[src/rtl/operand_input_stage.sv]
// operand_input_stage: synchronises and debounces the two operand switch banks
// and the load/clear push-buttons, then latches the debounced operands into
// registered outputs only on a load press.
//   clk        in   1      system clock
//   rst        in   1      asynchronous, active-high reset
//   sw_a       in   WIDTH  raw switch bank, operand A
//   sw_b       in   WIDTH  raw switch bank, operand B
//   btn_load   in   1      raw push-button, latch operands
//   btn_clear  in   1      raw push-button, clear operands
//   a_out      out  WIDTH  latched operand A
//   b_out      out  WIDTH  latched operand B
//   load_pulse out  1      one-cycle strobe when a_out/b_out take loaded values
//   pending    out  1      debounced switches differ from latched operands (combinational)

// Two-flop synchroniser followed by a restartable stability counter.
module operand_debounce #(
    parameter int unsigned W               = 1,
    parameter int unsigned DEBOUNCE_CYCLES = 1000000,
    parameter int unsigned CNT_W           = 20
) (
    input  logic         clk,
    input  logic         rst,
    input  logic [W-1:0] raw,
    output logic [W-1:0] db
);
    localparam logic [CNT_W-1:0] CNT_LAST = CNT_W'(DEBOUNCE_CYCLES - 1);

    logic [W-1:0]     sync1;
    logic [W-1:0]     sync2;
    logic [CNT_W-1:0] cnt;

    // Any return to equality clears the count, so a bounce restarts it.
    always_ff @(posedge clk or posedge rst) begin
        if (rst) begin
            sync1 <= '0;
            sync2 <= '0;
            db    <= '0;
            cnt   <= '0;
        end else begin
            sync1 <= raw;
            sync2 <= sync1;
            if (sync2 == db) begin
                cnt <= '0;
            end else if (cnt == CNT_LAST) begin
                db  <= sync2;
                cnt <= '0;
            end else begin
                cnt <= cnt + CNT_W'(1);
            end
        end
    end
endmodule

module operand_input_stage #(
    parameter int unsigned WIDTH           = 4,
    parameter int unsigned DEBOUNCE_CYCLES = 1000000,
    parameter int unsigned CNT_W           = 20
) (
    input  logic             clk,
    input  logic             rst,
    input  logic [WIDTH-1:0] sw_a,
    input  logic [WIDTH-1:0] sw_b,
    input  logic             btn_load,
    input  logic             btn_clear,
    output logic [WIDTH-1:0] a_out,
    output logic [WIDTH-1:0] b_out,
    output logic             load_pulse,
    output logic             pending
);
    localparam int unsigned SW_W = 2 * WIDTH;

    typedef enum logic [0:0] {IDLE, WAIT_REL} state_t;

    state_t            state, state_d;
    logic [SW_W-1:0]   db_sw;
    logic              db_load, db_clear;
    logic              load_q, clear_q;
    logic              load_rise_c, clear_rise_c;
    logic [WIDTH-1:0]  a_d, b_d;
    logic              load_pulse_d;

    // Switch vector debounces as one group: any bit change restarts its count.
    operand_debounce #(.W(SW_W), .DEBOUNCE_CYCLES(DEBOUNCE_CYCLES), .CNT_W(CNT_W)) u_db_sw (
        .clk(clk), .rst(rst), .raw({sw_b, sw_a}), .db(db_sw)
    );

    operand_debounce #(.W(1), .DEBOUNCE_CYCLES(DEBOUNCE_CYCLES), .CNT_W(CNT_W)) u_db_load (
        .clk(clk), .rst(rst), .raw(btn_load), .db(db_load)
    );

    operand_debounce #(.W(1), .DEBOUNCE_CYCLES(DEBOUNCE_CYCLES), .CNT_W(CNT_W)) u_db_clear (
        .clk(clk), .rst(rst), .raw(btn_clear), .db(db_clear)
    );

    // Delayed copies of the debounced buttons for rising-edge detection.
    always_ff @(posedge clk or posedge rst) begin
        if (rst) begin
            load_q  <= 1'b0;
            clear_q <= 1'b0;
        end else begin
            load_q  <= db_load;
            clear_q <= db_clear;
        end
    end

    assign load_rise_c  = db_load  & ~load_q;
    assign clear_rise_c = db_clear & ~clear_q;

    // State and registered outputs.
    always_ff @(posedge clk or posedge rst) begin
        if (rst) begin
            state      <= IDLE;
            a_out      <= '0;
            b_out      <= '0;
            load_pulse <= 1'b0;
        end else begin
            state      <= state_d;
            a_out      <= a_d;
            b_out      <= b_d;
            load_pulse <= load_pulse_d;
        end
    end

    // Next state and next outputs; clear overrides a simultaneous load.
    always_comb begin
        state_d      = state;
        a_d          = a_out;
        b_d          = b_out;
        load_pulse_d = 1'b0;
        case (state)
            IDLE: begin
                if (load_rise_c) begin
                    a_d          = db_sw[WIDTH-1:0];
                    b_d          = db_sw[SW_W-1:WIDTH];
                    load_pulse_d = 1'b1;
                    state_d      = WAIT_REL;
                end
            end
            WAIT_REL: begin
                if (!db_load) state_d = IDLE;
            end
            default: state_d = IDLE;
        endcase
        if (clear_rise_c) begin
            a_d          = '0;
            b_d          = '0;
            load_pulse_d = 1'b0;
        end
    end

    assign pending = (db_sw != {b_out, a_out});
endmodule

[config.mk]
export PLATFORM = sky130hd
export DESIGN_NAME = operand_input_stage
export DESIGN_NICKNAME = d
export VERILOG_FILES = /design/src/rtl/operand_input_stage.sv
export SDC_FILE = /design/constraint.sdc
export NUM_CORES = 1
export LEC_CHECK = 0
export CORE_ASPECT_RATIO = 1.1
export CORE_MARGIN = 4
export CORE_UTILIZATION = 30
export CTS_CLUSTER_DIAMETER = 100
export CTS_CLUSTER_SIZE = 14
export DETAILED_ROUTE_END_ITERATION = 12
export SYNTH_ARGS = -nofsm -noshare
export SYNTH_HDL_FRONTEND = slang
export SYNTH_SLANG_ARGS = --single-unit
[constraint.sdc]
create_clock -name clk -period 3.6 [get_ports clk]
set_input_delay 0.72 -clock clk [delete_from_list [all_inputs] [get_ports clk]]
set_output_delay 0.72 -clock clk [all_outputs]
set_load 0.02 [all_outputs]
==> flow_summary.json, run 1 <==
{
  "setup_tns_ns": 0,
  "drtAntennaViolNets": 0,
  "yosysTopAreaCell": "dfrtp_1",
  "p_leak_nw": 2.187,
  "arrival_ns": 1.92,
  "cts_setup_buffers": 0,
  "worstHoldPathType": "flip-flop to flip-flop",
  "cts_tree": "yes",
  "timing.final.crit_share_pct": 73.42,
  "fin_nets": 443,
  "cp_max_fo": 4,
  "slew_viol_final": 0,
  "fmax_mhz": 378.3,
  "worst_ep_required_time_ns": 2.88,
  "grt_start_max_net_pins": 68,
  "initial_core_util_pct": 30.85,
  "syn_area_per_cell_um2": 11.01,
  "finalSetupViolations": 0,
  "worst_slew_pin_slew_ns": 0.8163,
  "die_y_um": 136.3,
  "p_sw_mw": 0.5689,
  "final_common_cell": "dfrtp_1",
  "rsz0062_at_grt": "no",
  "multiInputGateArea_um2": 1848,
  "fin_ws_ns": 0.9569,
  "portBuffers": 21,
  "switching_share_pct": 23.26,
  "fillers": 1411,
  "max-slew-margin-rel_pct": 45.58,
  "combPwrFrac_pct": 5.2,
  "detail_route.wl_per_cell_um": 13.41,
  "p_seq_share_pct": 50.9,
  "clock_sinks": 102,
  "gp_congestion": 0.7503,
  "io_pins": 22,
  "design.core.area_um2": 14560,
  "area_growth_pct": 17.10,
  "hold_buffers": 0,
  "via_count": 3061,
  "layout_common_cells": "dfrtp_1 (102), nor2_1 (33), xor2_1 (30)",
  "routed_wl_um": 8379,
  "antenna_found_initial": 0,
  "clock_tree.root_cell": "clkbuf_16",
  "cp-start-kind": "flip-flop",
  "dieArea_um2": 17000,
  "p_clk_share_pct": 43.9,
  "drc_errors": 0,
  "syn-cell-area_um2": 4492,
  "dpl.cell_count": 609,
  "grt_pass1_wl_um": 14860,
  "synth_area_leaders": "dfrtp_1 (57%), xor2_1 (5.8%), xnor2_1 (4.3%)",
  "layout-drive-gt1-share_pct": 8.314,
  "ys_warn_count": 0,
  "dp_slack_ns": 1.310,
  "grt_use_total_pct": 10.57,
  "regArea_um2": 2552,
  "cts_resized": 0,
  "die_w_um": 124.7,
  "cts.clk_slew.worst_paths_ns": 0.07,
  "dp_hpwl_um": 5662,
  "numCtsBuffers": 9,
  "outcome": "complete, no violations",
  "synth_top_area_share_pct": 56.82,
  "gr-total-overflow": 0,
  "diodes": 0,
  "cts_max_level": 3,
  "crit_type": "flip-flop to output port",
  "power_mw": 2.446,
  "final.setup_skew_ns": 0.005788,
  "r2r_slack_ns": 1.35,
  "finalHoldViolations": 0,
  "ff2ff_path_depth": 4,
  "hold_depth": 0,
  "insertion_delay_ns": 0.35,
  "clockBufferDepth": 2,
  "intPower_mw": 1.877,
  "grt_pass1_vias": 3163,
  "ir_drop_mv": 0.2305,
  "ys_seq_elements": 102,
  "power.density_cell_area_nw_per_um2": 464.9,
  "instances_no_fill": 625,
  "firstDrtPassIters": 4,
  "synthDistinctLibCells": 37,
  "seq_area_frac_synth_pct": 56.82,
  "viasPerCell": 4.898,
  "worst_setup_path_end_kind": "output port",
  "synth.net_count": 423,
  "drv_cap": 0,
  "drt_iter0_drc": 187,
  "netlist_instances": 408,
  "num_rows": 46,
  "fin_crit_ns": 2.643
}
==> synthesized netlist by cell type, drive strengths merged <==
cell and n:
nor4 8, nor2 33, clkbuf 10, and2 3
nand2b 1, or2 2, or4 10, nor3 16
a21oi 13, o21ai 13, a211oi 8, ha 3
nor2b 1, inv 9, xor2 30, nor4b 2
mux2 10, o31ai 8, o41ai 1, xnor2 22
and3 7, nand3b 1, nor3b 1, nand4b 1
a21boi 1, or4b 2, dfrtp 102, a22o 8
o2111a 1, nand3 19, nand4 16, or3 13
and4 5, buf 6, nand2 22
==> layout make-up <==
cell class,count,share of cell area (%)
sequential,102,48.53
clock buffer,9,4.282
clock inverter,7,1.998
inverter,9,0.6898
timing repair buffer,25,4.805
tap,192,4.567
multi-input combinational,281,35.13
==> through the flow <==
step	hold WS [ns]	utilization (%)	instance area [um^2]
after floorplan	0.3312	-	4492
after global placement	0.3374	33.85	4930
after detailed placement	0.3358	33.85	4930
after CTS	0.3528	36.12	5260
after global routing	0.3623	36.12	5260
final	0.3502	36.12	5260
==> registers in the layout, summed over array words and instances, names as in the netlist <==
register and flops:
u_db_clear.cnt 20, u_db_load.cnt 20, u_db_sw.cnt 20, u_db_sw.db 8, u_db_sw.sync1 8, u_db_sw.sync2 8, a_out 4, b_out 4
clear_q 1, load_pulse 1, load_q 1, state 1, u_db_clear.db 1, u_db_clear.sync1 1, u_db_clear.sync2 1, u_db_load.db 1
u_db_load.sync1 1, u_db_load.sync2 1
==> cells by family (layout without fill, tap and decap cells) <==
family,after synthesis,after routing,synth area share (%)
and+or+nand+nor,163,163,19.64
DFF,102,102,56.82
AOI/OAI and AO/OA,53,53,7.744
xor gates and xnor gates,52,52,10.14
buffers and inverters,25,50,2.312
muxes,10,10,2.507
adders and majority gates,3,3,0.8357
==> routing by layer <==
metal  part of all wire [%]  track usage [%]  vias up
met1                     49            13.49     1523
met5                      0                0        -
li1                       -                -     1499
met2                     47            17.40       30
met3                    3.3            3.694        9
met4                   0.85            2.436        0
==> path summary, 6_finish.rpt <==
kind | from | to
worst max-delay path | u_db_sw.db[5] | pending
worst min register to register | u_db_sw.sync1[3] | u_db_sw.sync2[3]
worst max register to register | u_db_sw.cnt[15] | u_db_sw.db[1]
worst min-delay path | u_db_sw.sync1[3] | u_db_sw.sync2[3]
max in group asynchronous | rst | u_db_load.cnt[3]
min in group asynchronous | rst | u_db_sw.sync1[4]
==> critical path, stage by stage, from the launching register on <==
cell and delay [ns]:
dfrtp_1 0.42, xor2_1 0.18, nor4_1 0.34, nand2_1 0.10, clkdlybuf4s50_1 0.54
==> power by group through the flow <==
stage	clock network, mW	registers, mW	logic [mW]
after detailed placement	0	1.27	0.129
after global routing	1.15	1.26	0.149
after floorplan	0	1.26	0.0964
after CTS	1.11	1.25	0.131
final	1.07	1.25	0.126
after global placement	0	1.27	0.126
Note: power is estimated with default switching activity, not from simulation.
==> run 2: changes to the inputs <==
clock period = 2.6 ns   (was 3.6 ns; I/O delays follow)
==> run 2 against run 1 <==
Compared with the run above: setup slack worse by 0.82 ns; power is 34% higher; register-to-register slack worse by 1.0 ns; largest cell class unchanged; utilization is 0.051 points lower; global-route usage is 0.41 points lower; sequential share of layout area is 0.069 points higher; hold slack worse by 0.0011 ns.
==> flow_summary.json, run 2 (synthesis results as in run 1) <==
{
  "final.setup_skew_ns": 0.007659,
  "insertion_delay_ns": 0.35,
  "area_growth_pct": 16.94,
  "drt_iter0_drc": 218,
  "grt_pass1_wl_um": 14300,
  "via_count": 3053,
  "design.core.area_um2": 14560,
  "grt_use_total_pct": 10.16,
  "final_common_cell": "dfrtp_1",
  "clock_tree.root_cell": "clkbuf_16",
  "setup_tns_ns": 0,
  "power.density_cell_area_nw_per_um2": 623.9,
  "firstDrtPassIters": 4,
  "diodes": 0,
  "finalHoldViolations": 0,
  "io_pins": 22,
  "max-slew-margin-rel_pct": 55.34,
  "layout_common_cells": "dfrtp_1 (102), nor2_1 (33), xor2_1 (30)",
  "grtUsageMet2_pct": 16.89,
  "gp_congestion": 0.8068,
  "dieArea_um2": 17000,
  "detail_route.wl_per_cell_um": 13.05,
  "cp_max_fo": 4,
  "numCtsBuffers": 9,
  "clock_sinks": 102,
  "busiest_layer": "met2",
  "arrival_ns": 1.95,
  "viasPerCell": 4.869,
  "drc_errors": 0,
  "cts.clk_slew.worst_paths_ns": 0.07,
  "clockBufferDepth": 2,
  "top_regs": "u_db_clear.cnt (20), u_db_load.cnt (20), u_db_sw.cnt (20)",
  "cts_tree": "yes",
  "num_rows": 46,
  "antenna_found_initial": 0,
  "fmax_mhz": 405.5,
  "routed_wl_um": 8182,
  "grt_pass1_vias": 3031,
  "slew_viol_final": 0,
  "drv_cap": 0,
  "die_y_um": 136.3,
  "hold_buffers": 0,
  "grt_start_max_net_pins": 103,
  "rsz0062_at_grt": "no",
  "die_w_um": 124.7,
  "portBuffers": 21,
  "worst_setup_path_end_kind": "output port",
  "cp-start-kind": "flip-flop",
  "dp_hpwl_um": 5519,
  "ir_drop_mv": 0.3612,
  "fillers": 1406,
  "cts_setup_buffers": 0,
  "timing.final.crit_share_pct": 94.84,
  "fin_ws_ns": 0.1342,
  "gr-total-overflow": 0,
  "p_leak_nw": 2.181,
  "use_met1_pct": 12.77,
  "cts_resized": 0,
  "worst_ep_required_time_ns": 2.08,
  "fin_crit_ns": 2.466,
  "drtAntennaViolNets": 0,
  "finalSetupViolations": 0,
  "outcome": "complete, no violations",
  "initial_core_util_pct": 30.85,
  "dp_slack_ns": 0.3289,
  "cts_max_level": 3,
  "worstHoldPathType": "flip-flop to flip-flop",
  "fin_nets": 445,
  "crit_type": "flip-flop to output port",
  "use_met3_pct": 2.947,
  "layout-drive-gt1-share_pct": 8.736,
  "worst_slew_pin_slew_ns": 0.6699
}
## run 2: changes by cell type in the layout (fill, tap and decap cells not counted), sizes merged
cell      previous run  this run
inv                 12        11
clkinvlp             1         2
buf                  4         6
clkinv               1         2
bufinv               2         1
## run 2: metal layers
metal,routed length [um],share of wire (%)
met1,3936,48
met2,3949,48
met3,211,2.6
met4,84,1.0
met5,0,0
## run 2: worst max-delay path, stage by stage, from the launching register on
cell,delay (ns)
dfrtp_1,0.43
xor2_1,0.17
nor4_1,0.35
nand2_1,0.11
clkdlybuf4s50_1,0.55
## run 2: worst paths after layout
path                                        from               end  slack (ns)  cells past startpoint
worst max register to register   u_db_sw.cnt[15]     u_db_sw.db[3]        0.34                      4
worst max-delay path               u_db_sw.db[5]           pending        0.13                      4
worst min register to register  u_db_sw.sync1[5]  u_db_sw.sync2[5]        0.35                      0
min in group asynchronous                    rst  u_db_sw.sync1[4]        0.66                      3
max in group asynchronous                    rst  u_db_load.cnt[5]        1.50                      3
worst min-delay path            u_db_sw.sync1[5]  u_db_sw.sync2[5]        0.35                      0
## run 2: area by class of cell
cell class                 instances  area (um^2)  area share [%]
tap                              192        240.2           4.574
inverter                           9        37.54          0.7146
clock inverter                     7        81.33           1.548
multi-input combinational        281         1848           35.18
timing repair buffer              27        267.8           5.098
clock buffer                       9        225.2           4.288
sequential                       102         2552           48.59
## run 2: report_power, final
part	internal, mW	switching (mW)
combinational	0.0804	0.0936
sequential	1.66	0.0670
clock	0.760	0.615
total	2.50	0.776
## run 2: through the flow
step / util, % / cell area, um^2 / std cells / hold slack (ns) / total power, mW
after floorplan: - / 4496 / 408 / 0.3312 / 1.874
after global placement: 33.97 / 4946 / 611 / 0.3348 / 1.930
after detailed placement: 33.97 / 4946 / 611 / 0.3403 / 1.938
after CTS: 36.07 / 5253 / 627 / 0.3558 / 3.334
after global routing: 36.07 / 5253 / 627 / 0.3644 / 3.429
final: 36.07 / 5253 / 627 / 0.3491 / 3.277
